$ cat src/rtl/result_display_pkg.sv
// Shared types and 7-segment constants for the result display path.
// Segment encodings are {g,f,e,d,c,b,a}, active low.
package result_display_pkg;

  typedef enum logic [1:0] {ST_IDLE, ST_LOAD, ST_SHIFT, ST_DONE} bcd_state_t;

  localparam int NUM_RESULTS = 5;

  localparam logic [6:0] SEG_BLANK = 7'h7F;
  localparam logic [6:0] SEG_MINUS = 7'b0111111;
  localparam logic [6:0] SEG_E     = 7'b0000110;

  // Entry n is the pattern for decimal digit n.
  localparam logic [9:0][6:0] SEG_DIGITS = {
    7'b0010000, 7'b0000000, 7'b1111000, 7'b0000010, 7'b0010010,
    7'b0011001, 7'b0110000, 7'b0100100, 7'b1111001, 7'b1000000
  };

  function automatic logic [6:0] seg_of_digit(input logic [3:0] d);
    return (d <= 4'd9) ? SEG_DIGITS[d] : SEG_BLANK;
  endfunction

endpackage

$ cat src/rtl/bin2bcd_seq.sv
// Sequential double-dabble converter, free-running LOAD -> SHIFT -> DONE.
// i_tag is captured alongside the magnitude so flags stay paired with their value.
module bin2bcd_seq
  import result_display_pkg::*;
#(
  parameter int MAG_BITS = 14
) (
  input  logic                clk,
  input  logic                reset,
  input  logic                i_start,
  input  logic                i_skip,
  input  logic [MAG_BITS-1:0] i_mag,
  input  logic [1:0]          i_tag,
  output logic                o_done,
  output logic [15:0]         o_bcd,
  output logic [1:0]          o_tag
);

  localparam int CW = $clog2(MAG_BITS + 1);
  localparam logic [CW-1:0] LAST = CW'(MAG_BITS - 1);

  bcd_state_t          r_state;
  logic [MAG_BITS-1:0] r_mag;
  logic [15:0]         r_bcd;
  logic [CW-1:0]       r_cnt;
  logic [1:0]          r_tag;
  logic [15:0]         w_adj;

  always_comb begin
    w_adj = r_bcd;
    for (int i = 0; i < 4; i++)
      if (r_bcd[4*i +: 4] >= 4'd5) w_adj[4*i +: 4] = r_bcd[4*i +: 4] + 4'd3;
  end

  always_ff @(posedge clk) begin
    if (reset) begin
      r_state <= ST_IDLE;
      r_mag   <= '0;
      r_bcd   <= '0;
      r_cnt   <= '0;
      r_tag   <= '0;
    end else begin
      case (r_state)
        ST_IDLE: if (i_start) r_state <= ST_LOAD;
        ST_LOAD: begin
          r_mag   <= i_mag;
          r_tag   <= i_tag;
          r_bcd   <= '0;
          r_cnt   <= '0;
          r_state <= i_skip ? ST_DONE : ST_SHIFT;
        end
        ST_SHIFT: begin
          {r_bcd, r_mag} <= {w_adj[14:0], r_mag, 1'b0};
          r_cnt          <= r_cnt + 1'b1;
          if (r_cnt == LAST) r_state <= ST_DONE;
        end
        default: r_state <= ST_LOAD;
      endcase
    end
  end

  assign o_done = (r_state == ST_DONE);
  assign o_bcd  = r_bcd;
  assign o_tag  = r_tag;

endmodule

$ cat src/rtl/result_display_scanner.sv
// Result selector + decimal conversion + 4-digit multiplexed 7-segment driver.
// The display register is only written on converter DONE, so the image never tears.
module result_display_scanner
  import result_display_pkg::*;
#(
  parameter int REFRESH_DIV = 50000,
  parameter int MAG_BITS    = 14
) (
  input  logic        clk,
  input  logic        reset,
  input  logic [31:0] result_suma,
  input  logic [31:0] result_resta,
  input  logic [31:0] result_mult,
  input  logic [31:0] result_div,
  input  logic [31:0] result_pow,
  input  logic        btn_next,
  output logic [4:0]  sel_led,
  output logic [3:0]  an,
  output logic [6:0]  seg
);

  localparam int RW = (REFRESH_DIV > 1) ? $clog2(REFRESH_DIV) : 1;
  localparam logic [RW-1:0] REF_LAST = RW'(REFRESH_DIV - 1);
  localparam logic [2:0]    SEL_LAST = 3'(NUM_RESULTS - 1);

  logic [2:0]          r_sel;
  logic                r_btn_q;
  logic                w_btn_rise;
  logic signed [31:0]  w_v;
  logic                w_pos, w_neg, w_ovf;
  logic [MAG_BITS-1:0] w_mag;
  logic                w_done;
  logic [15:0]         w_bcd;
  logic [1:0]          w_tag;
  logic [15:0]         r_disp_bcd;
  logic                r_disp_neg, r_disp_ovf, r_disp_vld;
  logic [RW-1:0]       r_refresh;
  logic [1:0]          r_digit;
  logic                r_scan_en;
  logic [3:0]          w_nib;
  logic                w_lead_zero;
  logic [6:0]          w_seg;
  logic [3:0]          r_an;
  logic [6:0]          r_seg;

  assign w_btn_rise = btn_next & ~r_btn_q;

  always_ff @(posedge clk) begin
    if (reset) begin
      r_sel   <= '0;
      r_btn_q <= 1'b0;
    end else begin
      r_btn_q <= btn_next;
      if (w_btn_rise) r_sel <= (r_sel == SEL_LAST) ? 3'd0 : r_sel + 3'd1;
    end
  end

  assign sel_led = 5'd1 << r_sel;

  always_comb begin
    case (r_sel)
      3'd0:    w_v = result_suma;
      3'd1:    w_v = result_resta;
      3'd2:    w_v = result_mult;
      3'd3:    w_v = result_div;
      3'd4:    w_v = result_pow;
      default: w_v = '0;
    endcase
  end

  assign w_pos = (w_v >= 32'sd0) && (w_v <= 32'sd9999);
  assign w_neg = (w_v < 32'sd0) && (w_v >= -32'sd999);
  assign w_ovf = ~(w_pos | w_neg);
  assign w_mag = MAG_BITS'(w_pos ? w_v : (w_neg ? -w_v : 32'sd0));

  bin2bcd_seq #(.MAG_BITS(MAG_BITS)) u_bcd (
    .clk     (clk),
    .reset   (reset),
    .i_start (1'b1),
    .i_skip  (w_ovf),
    .i_mag   (w_mag),
    .i_tag   ({w_ovf, w_neg}),
    .o_done  (w_done),
    .o_bcd   (w_bcd),
    .o_tag   (w_tag)
  );

  always_ff @(posedge clk) begin
    if (reset) begin
      r_disp_bcd <= '0;
      r_disp_neg <= 1'b0;
      r_disp_ovf <= 1'b0;
      r_disp_vld <= 1'b0;
    end else if (w_done) begin
      r_disp_bcd <= w_bcd;
      r_disp_ovf <= w_tag[1];
      r_disp_neg <= w_tag[0];
      r_disp_vld <= 1'b1;
    end
  end

  // First wrap only enables scanning, so digit0 is the first digit lit.
  always_ff @(posedge clk) begin
    if (reset) begin
      r_refresh <= '0;
      r_digit   <= '0;
      r_scan_en <= 1'b0;
    end else if (r_refresh == REF_LAST) begin
      r_refresh <= '0;
      if (r_scan_en) r_digit <= r_digit + 2'd1;
      else           r_scan_en <= 1'b1;
    end else begin
      r_refresh <= r_refresh + 1'b1;
    end
  end

  assign w_nib = r_disp_bcd[{r_digit, 2'b00} +: 4];

  always_comb begin
    case (r_digit)
      2'd3:    w_lead_zero = (r_disp_bcd[15:12] == '0);
      2'd2:    w_lead_zero = (r_disp_bcd[15:8]  == '0);
      2'd1:    w_lead_zero = (r_disp_bcd[15:4]  == '0);
      default: w_lead_zero = 1'b0;
    endcase
  end

  always_comb begin
    w_seg = SEG_BLANK;
    if (!r_disp_vld)                      w_seg = SEG_BLANK;
    else if (r_disp_ovf)                  w_seg = SEG_E;
    else if (r_disp_neg && r_digit == 3)  w_seg = SEG_MINUS;
    else if (w_lead_zero)                 w_seg = SEG_BLANK;
    else                                  w_seg = seg_of_digit(w_nib);
  end

  always_ff @(posedge clk) begin
    if (reset) begin
      r_an  <= 4'hF;
      r_seg <= SEG_BLANK;
    end else begin
      r_an  <= r_scan_en ? ~(4'b0001 << r_digit) : 4'hF;
      r_seg <= r_scan_en ? w_seg : SEG_BLANK;
    end
  end

  assign an  = r_an;
  assign seg = r_seg;

endmodule

$ cat config.mk
export PLATFORM = sky130hd
export DESIGN_NAME = result_display_scanner
export DESIGN_NICKNAME = d
export VERILOG_FILES = /design/src/rtl/result_display_pkg.sv /design/src/rtl/bin2bcd_seq.sv /design/src/rtl/result_display_scanner.sv
export SDC_FILE = /design/constraint.sdc
export NUM_CORES = 1
export LEC_CHECK = 0
export ABC_AREA = 0
export CAP_MARGIN = 20
export CORE_ASPECT_RATIO = 0.7
export CORE_UTILIZATION = 48
export CTS_CLUSTER_SIZE = 10
export DETAILED_ROUTE_END_ITERATION = 16
export GPL_TIMING_DRIVEN = 1
export PLACE_DENSITY = 0.81
export SYNTH_ARGS = -nofsm -noshare
export SYNTH_HDL_FRONTEND = slang
export SYNTH_SLANG_ARGS = --single-unit
$ cat constraint.sdc
create_clock -name clk -period 4.3 [get_ports clk]
set_clock_uncertainty 0.05 [all_clocks]
set_input_delay 0.86 -clock clk [delete_from_list [all_inputs] [get_ports clk]]
set_output_delay 0.86 -clock clk [all_outputs]
set_load 0.01 [all_outputs]
# Word-level counts from Yosys, hierarchy flattened
# Memories as Yosys holds them, arrays and structs flattened.
# Index checks and enable logic that the tools add are counted.
[word_totals] romBits=112 memories=1 output_inout_bits=16 inputBits=163 register_bits=91
[memory_table] memory="(name not given)" depth=16 word_bits=7 read_ports=1 rd_clocked_by_memory_dff=0 wr=0 line_no="result_display_pkg.sv:20" text="return (d <= 4'd9) ? SEG_DIGITS[d] : SEG_BLANK;"
[op_classes] n_eq_ne=13 bitwise_logic=8 n_reduce_logical=13 mux=20 n_addsub=9 n_shift=3 order_cmp=10
[ops] operator="32-bit case mux with 5 select lines" count=1
[ops] operator="7-bit two-way mux" count=5
[ops] operator="32-bit by 1-bit >= comparator with 1-bit output (second input constant)" count=1
[ops] operator="32-bit by 11-bit >= comparator with 1-bit output (second input constant)" count=1
[ops] operator="32-bit by 15-bit <= comparator with 1-bit output (second input constant)" count=1
[ops] operator="32-bit by 1-bit < comparator with 1-bit output (second input constant)" count=1
[ops] operator="16-bit case mux with 2 select lines" count=1
[ops] operator="14-bit two-way mux" count=2
[ops] operator="14-bit case mux with 2 select lines" count=1
[ops] operator="16-bit by 1-bit adder with 16-bit output (second input constant)" count=1
[ops] operator="16-bit == test (second input constant)" count=1
[ops] operator="4-bit by 3-bit >= comparator with 1-bit output (second input constant)" count=4
[ops] operator="16-bit by 5-bit variable part select with 4-bit output" count=1
[ops] operator="14-bit negation" count=1
[ops] operator="4-bit by 2-bit adder with 4-bit output (second input constant)" count=3
[ops] operator="12-bit logical NOT" count=1
[ops] operator="4-bit two-way mux" count=3
[ops] operator="2-bit == test (second input constant)" count=4
[ops] operator="8-bit logical NOT" count=1
[ops] operator="4-bit case mux with 2 select lines" count=1
[ops] operator="7-bit OR reduction" count=1
[ops] operator="3-bit by 2-bit == test with 1-bit output (second input constant)" count=2
[ops] operator="3-bit two-way mux" count=2
[ops] operator="4-bit by 5-bit < comparator with 1-bit output (second input constant)" count=1
[ops] operator="27 further kinds" count=35

# Depth between registers and ports, before layout
[logic_depth] ltp_word=7 mapped_depth=16 ltp_nobuf=12

# Modules after synthesis
# From an unflattened synthesis, not the netlist that was laid out.
[unflattened] cells_unflattened=716 hier_area_um2=6092.1
[by_module_without_submodules] module="result_display_scanner" cells_each=497 seq_area_each_um2=1061.0 area_per_inst_um2=4087.7 n_inst=1
[by_module_without_submodules] module="bin2bcd_seq" cells_each=219 seq_area_each_um2=760.7 area_per_inst_um2=2004.4 n_inst=1

# Worst setup path after synthesis
# Ideal clock, no wire load.
[synth_timing] path_kind="input -> register" from="in result_mult[15]" to="reg u_bcd.r_mag[8]" n_path_buf=1 setup_time_ns=0.084 cell_stages=9 path_slack_ns=1.045 required_ns=4.166 t_arrival_ns=3.121 path_cell_list="a222oi_1 > a21oi_1 > or3_1 > or4_1 > o32a_1 > a211oi_2 > buf_4 > a21oi_1 > o31ai_2"
[synth_between] elab_chain_len=6
[synth_lines] item="start: declaration" line_no="result_display_scanner.sv:13" text="input logic [31:0] result_mult,"
[synth_lines] item="32-bit case mux with 5 select lines (*)" line_no="result_display_scanner.sv:61" text="case (r_sel)"
[synth_lines] item="32-bit by 1-bit < comparator with 1-bit output or 32-bit by 11-bit >= comparator with 1-bit output (tied branches)" line_no="result_display_scanner.sv:72" text="assign w_neg = (w_v < 32'sd0) && (w_v >= -32'sd999);"
[synth_lines] item="1-bit logical AND" line_no="result_display_scanner.sv:72"
[synth_lines] item="14-bit two-way mux" line_no="result_display_scanner.sv:74" text="assign w_mag = MAG_BITS'(w_pos ? w_v : (w_neg ? -w_v : 32'sd0));"
[synth_lines] item="14-bit two-way mux (*)" line_no="result_display_scanner.sv:74"
[synth_lines] item="14-bit case mux with 2 select lines (*)" line_no="bin2bcd_seq.sv:43" text="case (r_state)"
[synth_lines] item="end signal: assignment" line_no="bin2bcd_seq.sv:46" text="r_mag <= i_mag;"
[synth_lines] item="end signal: assignment" line_no="bin2bcd_seq.sv:53" text="{r_bcd, r_mag} <= {w_adj[14:0], r_mag, 1'b0};"
[synth_lines] item="end: declaration" line_no="bin2bcd_seq.sv:23" text="logic [MAG_BITS-1:0] r_mag;"
# Every way passes the cells marked *; elsewhere a longest branch is shown, timed or not.
# A chain may end at the register's enable or synchronous reset.

# Final worst setup path
[layout_timing] from="reg r_sel[2]" to="reg u_bcd.r_mag[8]"
[layout_between] elab_chain_len=7
[layout_lines] item="start: declaration" line_no="result_display_scanner.sv:26" text="logic [2:0] r_sel;"
[layout_lines] item="start signal: assignment" line_no="result_display_scanner.sv:54" text="if (w_btn_rise) r_sel <= (r_sel == SEL_LAST) ? 3'd0 : r_sel + 3'd1;"
[layout_lines] item="3-bit == test (tied with other cells)" line_no="result_display_scanner.sv:61"
[layout_lines] item="32-bit case mux with 5 select lines (*)" line_no="result_display_scanner.sv:61"
[layout_lines] item="32-bit by 1-bit < comparator with 1-bit output or 32-bit by 11-bit >= comparator with 1-bit output (tied branches)" line_no="result_display_scanner.sv:72"
[layout_lines] item="1-bit logical AND" line_no="result_display_scanner.sv:72"
[layout_lines] item="14-bit two-way mux" line_no="result_display_scanner.sv:74"
[layout_lines] item="14-bit two-way mux (*)" line_no="result_display_scanner.sv:74"
[layout_lines] item="14-bit case mux with 2 select lines (*)" line_no="bin2bcd_seq.sv:43"
# Marks and branches as above.

==> flow_metrics.env <==
export IMPL_cp_arrival_ns=4.09
export IMPL_wl_um=19600
export IMPL_fin_crit_ns=3.88
export IMPL_diodes=0
export IMPL_area_delta_synth_final_pct=36.9
export IMPL_worst_pin_slew_ns=1.11
export IMPL_holdCritPathClass="register to register"
export IMPL_yosysUniqueCellTypes=63
export IMPL_initial_core_util_pct=49.6
export IMPL_async_flop_share_pct=0
export IMPL_synth_net_count=916
export IMPL_clock_latency_ns=0.35
export IMPL_cp_startpoint="r_sel[2]$_SDFFE_PP0P_"
export IMPL_status="completed"
export IMPL_max_cap_viol_count=0
export IMPL_rsz0062_at_grt="no"
export IMPL_rows=33
export IMPL_clockBufferDepth=2
export IMPL_hp_start="r_refresh[0]$_SDFF_PP0_"
export IMPL_min_period_over_period_pct=90.2
export IMPL_dieArea_sq_mm=0.0126
export IMPL_slew_headroom_pct=26.0
export IMPL_synth_edf_count=0
export IMPL_grt_pass1_vias=5974
export IMPL_fillCellCount=968
export IMPL_reg2reg_slack_ns=0.42
export IMPL_power_density_mw_per_mm2=318
export IMPL_seq_area_frac_synth_pct=31.2
export IMPL_finalHoldViolCount=0
export IMPL_gr_total_overflow=0
export IMPL_syn_avg_cell_area_sq_um=8.09
export IMPL_syn_cell_area_sq_mm=0.00584
export IMPL_wl_per_cell_um=19.0
export IMPL_holdWs_ns=0.416
export IMPL_criticalPathCategory="register to register"
export IMPL_dr_total_vias=6366
export IMPL_static_leakage_power_nw=2.91
export IMPL_drt_iter0_markers=681
export IMPL_yosys_warnings=0
export IMPL_hpwl_um=14800
export IMPL_totalPowerFinal_mw=2.54
export IMPL_final_antenna_net_count=0
export IMPL_grtUsageTotal_pct=31.2
export IMPL_portBuffers=178
export IMPL_cts_setup_buffers=0
export IMPL_clk_pin_slew_ns=0.07
export IMPL_coreArea_sq_mm=0.0118
export IMPL_tns_ns=0
export IMPL_ys_ff_latch=91
export IMPL_cts_resized_gates=0
export IMPL_post_place_ws_ns=0.196
export IMPL_grt_pass1_wl_um=31000
export IMPL_vdd_drop_max_uv=232
export IMPL_final_nets=1065
export IMPL_setup_slack_ns=0.422
export IMPL_cts_root_buf="clkbuf_16"
export IMPL_crit_required_ns=4.51
export IMPL_dr_pass1_iters=10
export IMPL_layout_commonest_cell="clkdlybuf4s50_1"
export IMPL_cts_tree="yes"
export IMPL_io_pins=179
export IMPL_crit_path_end_kind="register"
export IMPL_drive_above_1_share_pct=4.91
export IMPL_drc_errors=0
export IMPL_clock_sinks=91
export IMPL_antenna_found_initial=1
export IMPL_cp_endpoint="u_bcd.r_mag[8]$_SDFFE_PP0P_"
export IMPL_grt_max_degree=58
export IMPL_path_max_fanout=22
export IMPL_start_kind="register"
export IMPL_die_x_um=134
export IMPL_worst_r2r_path_depth=11
export IMPL_gp_congestion=0.945
export IMPL_rr_endpoint="u_bcd.r_mag[8]$_SDFFE_PP0P_"
export IMPL_r2r_start="r_sel[2]$_SDFFE_PP0P_"
export IMPL_die_h_um=94.3
export IMPL_final_util_pct=68.0
export IMPL_setup_viol=0
export IMPL_drv_slew=0
export IMPL_via_per_inst=6.16
export IMPL_htreeDepth=3
export IMPL_synth_ff_type="dfxtp_1"
export IMPL_hold_buffers=0
export IMPL_cts_buffers=9
export IMPL_mostFrequentLayoutCells="clkdlybuf4s50_1 (177), nor2_1 (91), dfxtp_1 (90)"
export IMPL_synth_cells=722
export IMPL_max_clock_freq_ghz=0.258
[synthesized netlist by cell type, types with 9 or more instances]
cell type,number,area [sq um]
a21oi_1,44,220
a221oi_1,9,78.8
a222oi_1,23,230
a22o_1,10,87.6
a22oi_1,21,158
a32oi_1,20,175
and3_1,17,106
buf_1,12,45.0
buf_2,9,45.0
clkbuf_1,25,93.8
dfxtp_1,91,1820
ha_1,31,388
inv_1,28,105
mux2i_1,20,200
nand2_1,52,195
nand3_1,24,120
nand4_1,9,56.3
nor2_1,91,342
nor2b_1,9,56.3
nor3_1,10,50.1
o21ai_0,44,220
xnor2_1,11,96.3
xor2_1,13,114
[where the power goes]
group          internal [mW]  total, mW  leakage, nW  switching [mW]
logic                  0.332      0.800         2.02           0.468
clock network          0.508      0.845        0.156           0.337
registers              0.872      0.897        0.736          0.0248
total                   1.71       2.54         2.91           0.830
[registers in the layout, summed over array words and instances (netlist names), 2 cells and up]
name and count:
r_disp_bcd 16, r_refresh 16, u_bcd.o_bcd 16, u_bcd.r_mag 14, seg 7, an 4
u_bcd.r_cnt 4, r_sel 3, r_digit 2, u_bcd.o_tag 2, u_bcd.r_state 2
[per-layer routing]
metal  share of wire (%)  up-vias  track usage [%]
met5                   0        -                0
met1                  45     3037             43.2
met2                  44      304             48.8
li1                    -     2995                -
met3                 8.9       30             7.34
met4                 1.5        0             7.58
[cell type report]
class | count | area (sq um) | area share, %
Sequential cell | 91 | 1820 | 22.8
Tap cell | 157 | 196 | 2.46
Clock inverter | 7 | 91.3 | 1.14
Multi-Input combinational cell | 553 | 3690 | 46.2
Clock buffer | 9 | 225 | 2.82
Inverter | 28 | 105 | 1.31
Timing Repair Buffer | 188 | 1860 | 23.3
[cell families after synthesis]
logic type / Yosys count / share of synthesized area [%]
AO/OA/AOI/OAI: 218 / 26.6
adder cells (fa/ha/maj): 31 / 6.64
buffers and inverters: 78 / 5.65
flip-flops: 91 / 31.2
AND/OR/NAND/NOR: 253 / 20.8
XOR/XNOR: 24 / 3.60
multiplexers: 27 / 5.55
[critical path, stage by stage, from the launching register on]
cell and delay, ns:
dfxtp_2 0.39, inv_1 0.19, ha_1 0.53, buf_4 0.37
a32oi_1 0.18, a311oi_1 0.50, a41oi_1 0.24, nor4_1 0.34
nand3_1 0.32, o311ai_0 0.43, o211ai_1 0.17, o31ai_2 0.08
[stage by stage]
stage               instance area, sq um  cells
floorplan                           5840    722
CTS                                 8000   1033
global route                        8000   1033
finish                              8000   1033
global placement                    7680   1017
detailed placement                  7680   1017
[how the worst min path moves through the flow]
stage | to | slack (ns) | cells past startpoint
6_report | r_refresh[0]$_SDFF_PP0_ | 0.42 | 1
5_1_grt | r_disp_vld$_SDFFE_PP0N_ | 0.47 | 2
2_1_floorplan | r_disp_vld$_SDFFE_PP0N_ | 0.38 | 2
3_3_place_gp | r_refresh[0]$_SDFF_PP0_ | 0.39 | 1
3_5_place_dp | r_refresh[0]$_SDFF_PP0_ | 0.40 | 1
4_1_cts | r_refresh[0]$_SDFF_PP0_ | 0.42 | 1
Power figures use the tool's default switching activity.
